[src/rtl/cp0_pkg.sv]
// Shared CP0 definitions: register numbers, exception codes, field positions
// and the exception-unit FSM encoding.
package cp0_pkg;

  localparam logic [4:0] CP0_STATUS = 5'd12;
  localparam logic [4:0] CP0_CAUSE  = 5'd13;
  localparam logic [4:0] CP0_EPC    = 5'd14;

  localparam logic [4:0] EXC_INT = 5'h00;
  localparam logic [4:0] EXC_SYS = 5'h08;
  localparam logic [4:0] EXC_RI  = 5'h0A;
  localparam logic [4:0] EXC_OV  = 5'h0C;

  localparam int unsigned ST_IE_BIT   = 0;
  localparam int unsigned ST_EXL_BIT  = 1;
  localparam int unsigned ST_IM_LSB   = 8;
  localparam int unsigned CA_BD_BIT   = 31;
  localparam int unsigned CA_IP_LSB   = 8;
  localparam int unsigned CA_CODE_LSB = 2;

  typedef enum logic {
    S_RUN   = 1'b0,
    S_FLUSH = 1'b1
  } cp0_state_e;

endpackage

[src/rtl/cp0_exc_unit_if.sv]
// Pipeline <-> CP0 exception unit signal bundle.
interface cp0_exc_unit_if;
  // No valid/ready pair here: id_valid marks a real ID instruction (it only
  // gates interrupts), and exc_take is a one-cycle flush strobe with no
  // acknowledge -- the pipeline must squash and redirect in that same cycle.
  logic [31:0] id_pc;
  logic        id_bd;
  logic        id_valid;
  logic        id_syscall;
  logic        id_unknown;
  logic        id_eret;
  logic [31:0] exe_pc;
  logic        exe_bd;
  logic        exe_overflow;
  logic        mtc0_we;
  logic [4:0]  cp0_addr;
  logic [31:0] cp0_wdata;
  logic [31:0] cp0_rdata;
  logic        exc_take;
  logic [31:0] redirect_pc;

  modport master (
    output id_pc, id_bd, id_valid, id_syscall, id_unknown, id_eret,
    output exe_pc, exe_bd, exe_overflow,
    output mtc0_we, cp0_addr, cp0_wdata,
    input  cp0_rdata, exc_take, redirect_pc
  );

  modport slave (
    input  id_pc, id_bd, id_valid, id_syscall, id_unknown, id_eret,
    input  exe_pc, exe_bd, exe_overflow,
    input  mtc0_we, cp0_addr, cp0_wdata,
    output cp0_rdata, exc_take, redirect_pc
  );
endinterface

[src/rtl/cp0_exc_unit_int_sync.sv]
// Multi-flop synchroniser for asynchronous level-sensitive interrupt lines.
module int_sync #(
  parameter int unsigned W      = 1,
  parameter int unsigned STAGES = 2
) (
  input  logic         clk,
  input  logic         rst_n,
  input  logic [W-1:0] d_i,
  output logic [W-1:0] q_o
);

  logic [W-1:0] sync_q [STAGES];

  always_ff @(posedge clk or negedge rst_n) begin
    if (!rst_n) begin
      for (int i = 0; i < int'(STAGES); i++) sync_q[i] <= '0;
    end else begin
      sync_q[0] <= d_i;
      for (int i = 1; i < int'(STAGES); i++) sync_q[i] <= sync_q[i-1];
    end
  end

  assign q_o = sync_q[STAGES-1];

endmodule

[src/rtl/cp0_exc_unit.sv]
// CP0 exception unit: STATUS/CAUSE/EPC, age-ordered exception arbitration,
// pipeline flush/redirect, mtc0/mfc0 and eret.
module cp0_exc_unit
  import cp0_pkg::*;
#(
  parameter int unsigned NUM_HW_INT  = 6,
  parameter int unsigned SYNC_STAGES = 2,
  parameter logic [31:0] EXC_VECTOR  = 32'h0000_0180
) (
  input  logic                  clk,
  input  logic                  rst_n,
  input  logic [NUM_HW_INT-1:0] hw_int,
  cp0_exc_unit_if.slave         bus,
  output logic [31:0]           status_q,
  output logic [31:0]           cause_q,
  output logic [31:0]           epc_q,
  output cp0_state_e            dbg_state_o
);

  cp0_state_e state_q, state_d;
  logic       ie_q, ie_d, exl_q, exl_d, bd_q, bd_d;
  logic [7:0] im_q, im_d;
  logic [1:0] sw_ip_q, sw_ip_d;
  logic [4:0] code_q, code_d;
  logic [31:0] epc_d;

  logic [NUM_HW_INT-1:0] hw_sync;
  logic [7:0]  ip_vec;
  logic        int_pend, exc_any;
  logic [4:0]  sel_code;
  logic [31:0] sel_pc;
  logic        sel_bd;
  logic        exc_take;
  logic [31:0] redirect_pc;

  int_sync #(.W(NUM_HW_INT), .STAGES(SYNC_STAGES)) u_hw_sync (
    .clk  (clk),
    .rst_n(rst_n),
    .d_i  (hw_int),
    .q_o  (hw_sync)
  );

  // Hardware IP bits are the synchroniser output itself, so no extra cycle.
  always_comb begin
    ip_vec = '0;
    ip_vec[1:0] = sw_ip_q;
    ip_vec[NUM_HW_INT+1:2] = hw_sync;
  end

  always_comb begin
    status_q = '0;
    status_q[ST_IE_BIT]  = ie_q;
    status_q[ST_EXL_BIT] = exl_q;
    status_q[ST_IM_LSB +: 8] = im_q;
    cause_q = '0;
    cause_q[CA_BD_BIT]         = bd_q;
    cause_q[CA_IP_LSB +: 8]    = ip_vec;
    cause_q[CA_CODE_LSB +: 5]  = code_q;
  end

  assign int_pend = ie_q & ~exl_q & (|(ip_vec & im_q)) & bus.id_valid;
  assign exc_any  = bus.exe_overflow | bus.id_unknown | bus.id_syscall | int_pend;

  // EXE is the older instruction, so its overflow beats anything in ID.
  always_comb begin
    sel_code = EXC_INT;
    sel_pc   = bus.id_pc;
    sel_bd   = bus.id_bd;
    if (bus.exe_overflow) begin
      sel_code = EXC_OV;
      sel_pc   = bus.exe_pc;
      sel_bd   = bus.exe_bd;
    end else if (bus.id_unknown) begin
      sel_code = EXC_RI;
    end else if (bus.id_syscall) begin
      sel_code = EXC_SYS;
    end
  end

  always_comb begin
    state_d     = state_q;
    ie_d        = ie_q;
    exl_d       = exl_q;
    im_d        = im_q;
    sw_ip_d     = sw_ip_q;
    bd_d        = bd_q;
    code_d      = code_q;
    epc_d       = epc_q;
    exc_take    = 1'b0;
    redirect_pc = EXC_VECTOR;

    if (bus.mtc0_we) begin
      case (bus.cp0_addr)
        CP0_STATUS: begin
          ie_d  = bus.cp0_wdata[ST_IE_BIT];
          exl_d = bus.cp0_wdata[ST_EXL_BIT];
          im_d  = bus.cp0_wdata[ST_IM_LSB +: 8];
        end
        CP0_CAUSE: sw_ip_d = bus.cp0_wdata[CA_IP_LSB +: 2];
        CP0_EPC:   epc_d   = bus.cp0_wdata;
        default: ;
      endcase
    end

    // Exception/eret field updates are applied after mtc0 so they take priority.
    case (state_q)
      S_RUN: begin
        if (exc_any) begin
          exc_take = 1'b1;
          code_d   = sel_code;
          if (!exl_q) begin
            epc_d = sel_bd ? (sel_pc - 32'd4) : sel_pc;
            bd_d  = sel_bd;
            exl_d = 1'b1;
          end
          state_d = S_FLUSH;
        end else if (bus.id_eret) begin
          exc_take    = 1'b1;
          redirect_pc = epc_q;
          exl_d       = 1'b0;
          state_d     = S_FLUSH;
        end
      end
      S_FLUSH: state_d = S_RUN;
      default: state_d = S_RUN;
    endcase
  end

  always_ff @(posedge clk or negedge rst_n) begin
    if (!rst_n) begin
      state_q <= S_RUN;
      ie_q    <= 1'b0;
      exl_q   <= 1'b1;
      im_q    <= '0;
      sw_ip_q <= '0;
      bd_q    <= 1'b0;
      code_q  <= '0;
      epc_q   <= '0;
    end else begin
      state_q <= state_d;
      ie_q    <= ie_d;
      exl_q   <= exl_d;
      im_q    <= im_d;
      sw_ip_q <= sw_ip_d;
      bd_q    <= bd_d;
      code_q  <= code_d;
      epc_q   <= epc_d;
    end
  end

  always_comb begin
    case (bus.cp0_addr)
      CP0_STATUS: bus.cp0_rdata = status_q;
      CP0_CAUSE:  bus.cp0_rdata = cause_q;
      CP0_EPC:    bus.cp0_rdata = epc_q;
      default:    bus.cp0_rdata = '0;
    endcase
  end

  assign bus.exc_take    = exc_take;
  assign bus.redirect_pc = redirect_pc;
  assign dbg_state_o     = state_q;

endmodule

[src/flat_wrapper.sv]
// flat-port wrapper written by rule: the top's interface ports become plain ports
module cp0_exc_unit_flat import cp0_pkg::*;
#(
  parameter int unsigned NUM_HW_INT  = 6,
  parameter int unsigned SYNC_STAGES = 2,
  parameter logic [31:0] EXC_VECTOR  = 32'h0000_0180
)
  (clk, rst_n, hw_int, status_q, cause_q, epc_q, dbg_state_o, bus_id_pc, bus_id_bd, bus_id_valid, bus_id_syscall, bus_id_unknown, bus_id_eret, bus_exe_pc, bus_exe_bd, bus_exe_overflow, bus_mtc0_we, bus_cp0_addr, bus_cp0_wdata, bus_cp0_rdata, bus_exc_take, bus_redirect_pc);
  cp0_exc_unit_if bus_i ();
  input  logic clk;
  input  logic rst_n;
  input  logic [NUM_HW_INT-1:0] hw_int;
  output logic [31:0] status_q;
  output logic [31:0] cause_q;
  output logic [31:0] epc_q;
  output cp0_state_e dbg_state_o;
  input wire logic [$bits(bus_i.id_pc)-1:0] bus_id_pc;
  input wire logic [$bits(bus_i.id_bd)-1:0] bus_id_bd;
  input wire logic [$bits(bus_i.id_valid)-1:0] bus_id_valid;
  input wire logic [$bits(bus_i.id_syscall)-1:0] bus_id_syscall;
  input wire logic [$bits(bus_i.id_unknown)-1:0] bus_id_unknown;
  input wire logic [$bits(bus_i.id_eret)-1:0] bus_id_eret;
  input wire logic [$bits(bus_i.exe_pc)-1:0] bus_exe_pc;
  input wire logic [$bits(bus_i.exe_bd)-1:0] bus_exe_bd;
  input wire logic [$bits(bus_i.exe_overflow)-1:0] bus_exe_overflow;
  input wire logic [$bits(bus_i.mtc0_we)-1:0] bus_mtc0_we;
  input wire logic [$bits(bus_i.cp0_addr)-1:0] bus_cp0_addr;
  input wire logic [$bits(bus_i.cp0_wdata)-1:0] bus_cp0_wdata;
  output wire logic [$bits(bus_i.cp0_rdata)-1:0] bus_cp0_rdata;
  output wire logic [$bits(bus_i.exc_take)-1:0] bus_exc_take;
  output wire logic [$bits(bus_i.redirect_pc)-1:0] bus_redirect_pc;
  assign bus_i.id_pc = bus_id_pc;
  assign bus_i.id_bd = bus_id_bd;
  assign bus_i.id_valid = bus_id_valid;
  assign bus_i.id_syscall = bus_id_syscall;
  assign bus_i.id_unknown = bus_id_unknown;
  assign bus_i.id_eret = bus_id_eret;
  assign bus_i.exe_pc = bus_exe_pc;
  assign bus_i.exe_bd = bus_exe_bd;
  assign bus_i.exe_overflow = bus_exe_overflow;
  assign bus_i.mtc0_we = bus_mtc0_we;
  assign bus_i.cp0_addr = bus_cp0_addr;
  assign bus_i.cp0_wdata = bus_cp0_wdata;
  assign bus_cp0_rdata = bus_i.cp0_rdata;
  assign bus_exc_take = bus_i.exc_take;
  assign bus_redirect_pc = bus_i.redirect_pc;
  cp0_exc_unit #(.NUM_HW_INT(NUM_HW_INT), .SYNC_STAGES(SYNC_STAGES), .EXC_VECTOR(EXC_VECTOR)) u_core (.clk(clk), .rst_n(rst_n), .hw_int(hw_int), .bus(bus_i), .status_q(status_q), .cause_q(cause_q), .epc_q(epc_q), .dbg_state_o(dbg_state_o));
endmodule
[config.mk]
export PLATFORM = sky130hd
export DESIGN_NAME = cp0_exc_unit_flat
export DESIGN_NICKNAME = d
export VERILOG_FILES = /design/src/rtl/cp0_pkg.sv /design/src/rtl/cp0_exc_unit_if.sv /design/src/rtl/cp0_exc_unit_int_sync.sv /design/src/rtl/cp0_exc_unit.sv /design/src/flat_wrapper.sv
export SDC_FILE = /design/constraint.sdc
export NUM_CORES = 1
export LEC_CHECK = 0
export BUFFER_PORTS_ARGS = -buffer_cell sky130_fd_sc_hd__buf_4
export CAP_MARGIN = 0
export CORE_AREA = 3 3 143 145
export DETAILED_ROUTE_END_ITERATION = 10
export DIE_AREA = 0 0 146 148
export PLACE_DENSITY = 0.53
export SYNTH_ARGS = -nofsm -noshare
export SYNTH_HDL_FRONTEND = slang
export SYNTH_SLANG_ARGS = --single-unit
[constraint.sdc]
create_clock -name clk -period 2.76 [get_ports clk]
set_clock_uncertainty 0.15 [all_clocks]
set_input_delay 0.414 -clock clk [delete_from_list [all_inputs] [get_ports clk]]
set_output_delay 0.414 -clock clk [all_outputs]
set_load 0.01 [all_outputs]
==> flow_summary.ini <==
[run_status]
status = completed

[placed_design]
dp.cells = 1029
place_hpwl_um = 14860
portBuffers = 236
gp_congestion = 0.8311
placed_area_um2 = 6900

[floorplan]
die_area_um2 = 21610
core-area_um2 = 19330
die_y_um = 148
pin_count = 279
start_util_pct = 24.92
fp-row-count = 51
dieWidth_um = 146

[drt]
drc = 0
wl_um = 17980
viasPerCell = 4.463
vias = 4664
drtIter0Drc = 188
first_pass_iters = 5
ant_nets = 0
avgRoutedWirePerCell_um = 17.21

[pwr]
irDropWorstVdd_mv = 0.2261
power.share.clock_pct = 25.8
p_leak_nw = 3.586
p_seq_share_pct = 34.9
powerDensity_nw_per_um2 = 615.2
p_int_mw = 2.870
p_sw_mw = 1.593
total_power_mw = 4.463
swShare_pct = 35.70
pwr-share-comb_pct = 39.3

[setup_path]
worst-setup-path-type = flop to output port
r2r_slack_ns = 0.62
r2r_start = u_core.im_q[6]
r2r-end = u_core.epc_q[31]
r2r_cells = 7
setup.worst_path.start_class = flop
critPathArrivalTime_ns = 2.10
cp-end-kind = output port
critPathRequiredTime_ns = 2.20
crit_path_max_fanout = 22

[final_layout]
final_cells = 1045
fin_nets = 894
antenna_cells = 0
fin_area_um2 = 7254
syn2layout_area_growth_pct = 50.56
drive_gt1_share_pct = 43.97

[clocking]
cts_tree = built
cts_inserted_buffers = 9
clkTransAtPathRegs_ns = 0.05
clk_latency_ns = 0.34
cts.htree.levels = 3
cts_num_sinks = 61
clock_path_buffers = 2
clockRootBuffer = clkbuf_16
ctsHoldBuffers = 0

[yosys]
synthTopCellsByCount = dfrtp_1, buf_4, and2_1, mux2_2, mux2i_1
synthesis.area_um2 = 4818
synth_area_leader_cell = dfrtp_1
async_flop_share_pct = 100.0
synth_area_leaders = dfrtp_1, mux2_2, mux2i_1, buf_4, and2_1
ys_seq_elements = 61
synth_top_area_share_pct = 31.16
synth_edf_count = 0
synthFlopType = dfrtp_1
syn_area_per_cell_um2 = 9.074
yosysMostFrequentCell = dfrtp_1
ys_seq_area_share_pct = 31.71
synthCells = 531
synth_warnings = 0
synth_cell_types = 54

[global_route]
use_met3_pct = 2.452
grt_pass1_wl_um = 27370
grt_pass1_vias = 4542
grt.total_usage_pct = 16.16
gr-usage-met2_pct = 24.87
grt_busiest_layer = met2
grt_use_met1_pct = 23.39
antenna_found_initial = 0
gr-total-overflow = 0
grt_max_degree = 62

[timing]
post-route-min-period_ns = 2.666
tightest_slew_ns = 0.8166
slew_headroom_pct = 45.56
drv_slew = 0
clock.fmax_mhz = 375.1
period_share_pct = 96.60
finalSetupViolCount = 0
finalHoldViolCount = 0

[hold_path]
hold_path_class = input pin to async pin

[run]
maxCapViolations = 0
==> critical path, cell delays in order (launching register included) <==
cell	delay (ns)
dfrtp_1	0.42
a22oi_2	0.23
nand4_1	0.14
buf_6	0.16
a31oi_4	0.17
and3_4	0.23
buf_12	0.15
and2_1	0.14
buf_4	0.12
==> worst max-delay path by stage <==
stage	endpoint	slack, ns	start	cells after the start
finish	bus_redirect_pc[11]	0.09	u_core.im_q[6]	8
global route	bus_redirect_pc[25]	-0.003	u_core.u_hw_sync.q_o[4]	8
CTS	bus_redirect_pc[2]	0.01	u_core.im_q[6]	8
detailed placement	bus_redirect_pc[2]	0.12	bus_exe_overflow	9
global placement	bus_redirect_pc[2]	0.14	bus_exe_overflow	9
floorplan	u_core.epc_q[24]	0.01	bus_exe_overflow	11
==> metal layers <==
layer	vias up	share of wire, %
li1	2318	-
met1	2166	48
met2	166	46
met3	14	5.1
met4	0	1.3
met5	-	0
==> metrics by stage <==
stage	setup TNS [ns]	setup WS [ns]	hold slack [ns]	util [%]
finish	0	0.09384	0.02057	37.52
global route	-0.004959	-0.002669	0.01615	37.52
CTS	0	0.01409	0.01554	37.33
detailed placement	0	0.1210	0.1856	35.69
global placement	0	0.1443	0.1823	35.69
floorplan	0	0.01253	-0.03159	-
==> area by class of cell <==
cell class / count / area (um^2)
clock buffer: 11 / 252.7
clock inverter: 4 / 47.55
fill: 2047 / 12080
inverter: 7 / 26.28
multi-input combinational: 423 / 2970
sequential: 61 / 1528
tap: 265 / 331.6
timing repair buffer: 274 / 2098
==> power groups by stage <==
stage	clock [mW]	sequential, mW	combinational (mW)
2_1_floorplan	0	1.54	0.809
3_3_place_gp	0	1.58	1.74
3_5_place_dp	0	1.58	1.75
4_1_cts	1.18	1.56	1.76
5_1_grt	1.22	1.62	1.93
6_report	1.15	1.56	1.76
==> placed cells by master, fill, tap and decap left out, drive strengths merged, types with 20 or more instances in the layout <==
cell type and n:
and2 49, o21ai 29, nand2 31, mux2 42, conb 42, buf 274, nor3 20, dfrtp 60
mux2i 40, a21oi 21
==> state kept, by name (all words and copies together) (netlist names) <==
register                 cells
u_core.exl_q                 1
u_core.sw_ip_q               2
u_core.u_hw_sync.sync_q      6
u_core.dbg_state_o           1
u_core.im_q                  8
u_core.ie_q                  1
u_core.epc_q                32
u_core.code_q                3
u_core.bd_q                  1
u_core.u_hw_sync.q_o         6
==> cells by family after synthesis <==
logic type | after synthesis | synth area share, %
AO/OA/AOI/OAI | 102 | 13.61
XOR/XNOR | 17 | 3.090
adder cells (fa/ha/maj) | 1 | 0.2596
buffers and inverters | 88 | 11.11
flip-flops | 61 | 31.71
multiplexers | 82 | 18.13
other | 1 | 0.07783
AND/OR/NAND/NOR | 179 | 22.02
==> what timing repair did <==
action,4_1_cts,5_1_grt
buffers inserted,0,1
setup endpoints to repair,32,32
pin swaps,0,1
resized for setup,3,7
cloned,0,0
No activity file was read; power rests on OpenSTA's default activity.
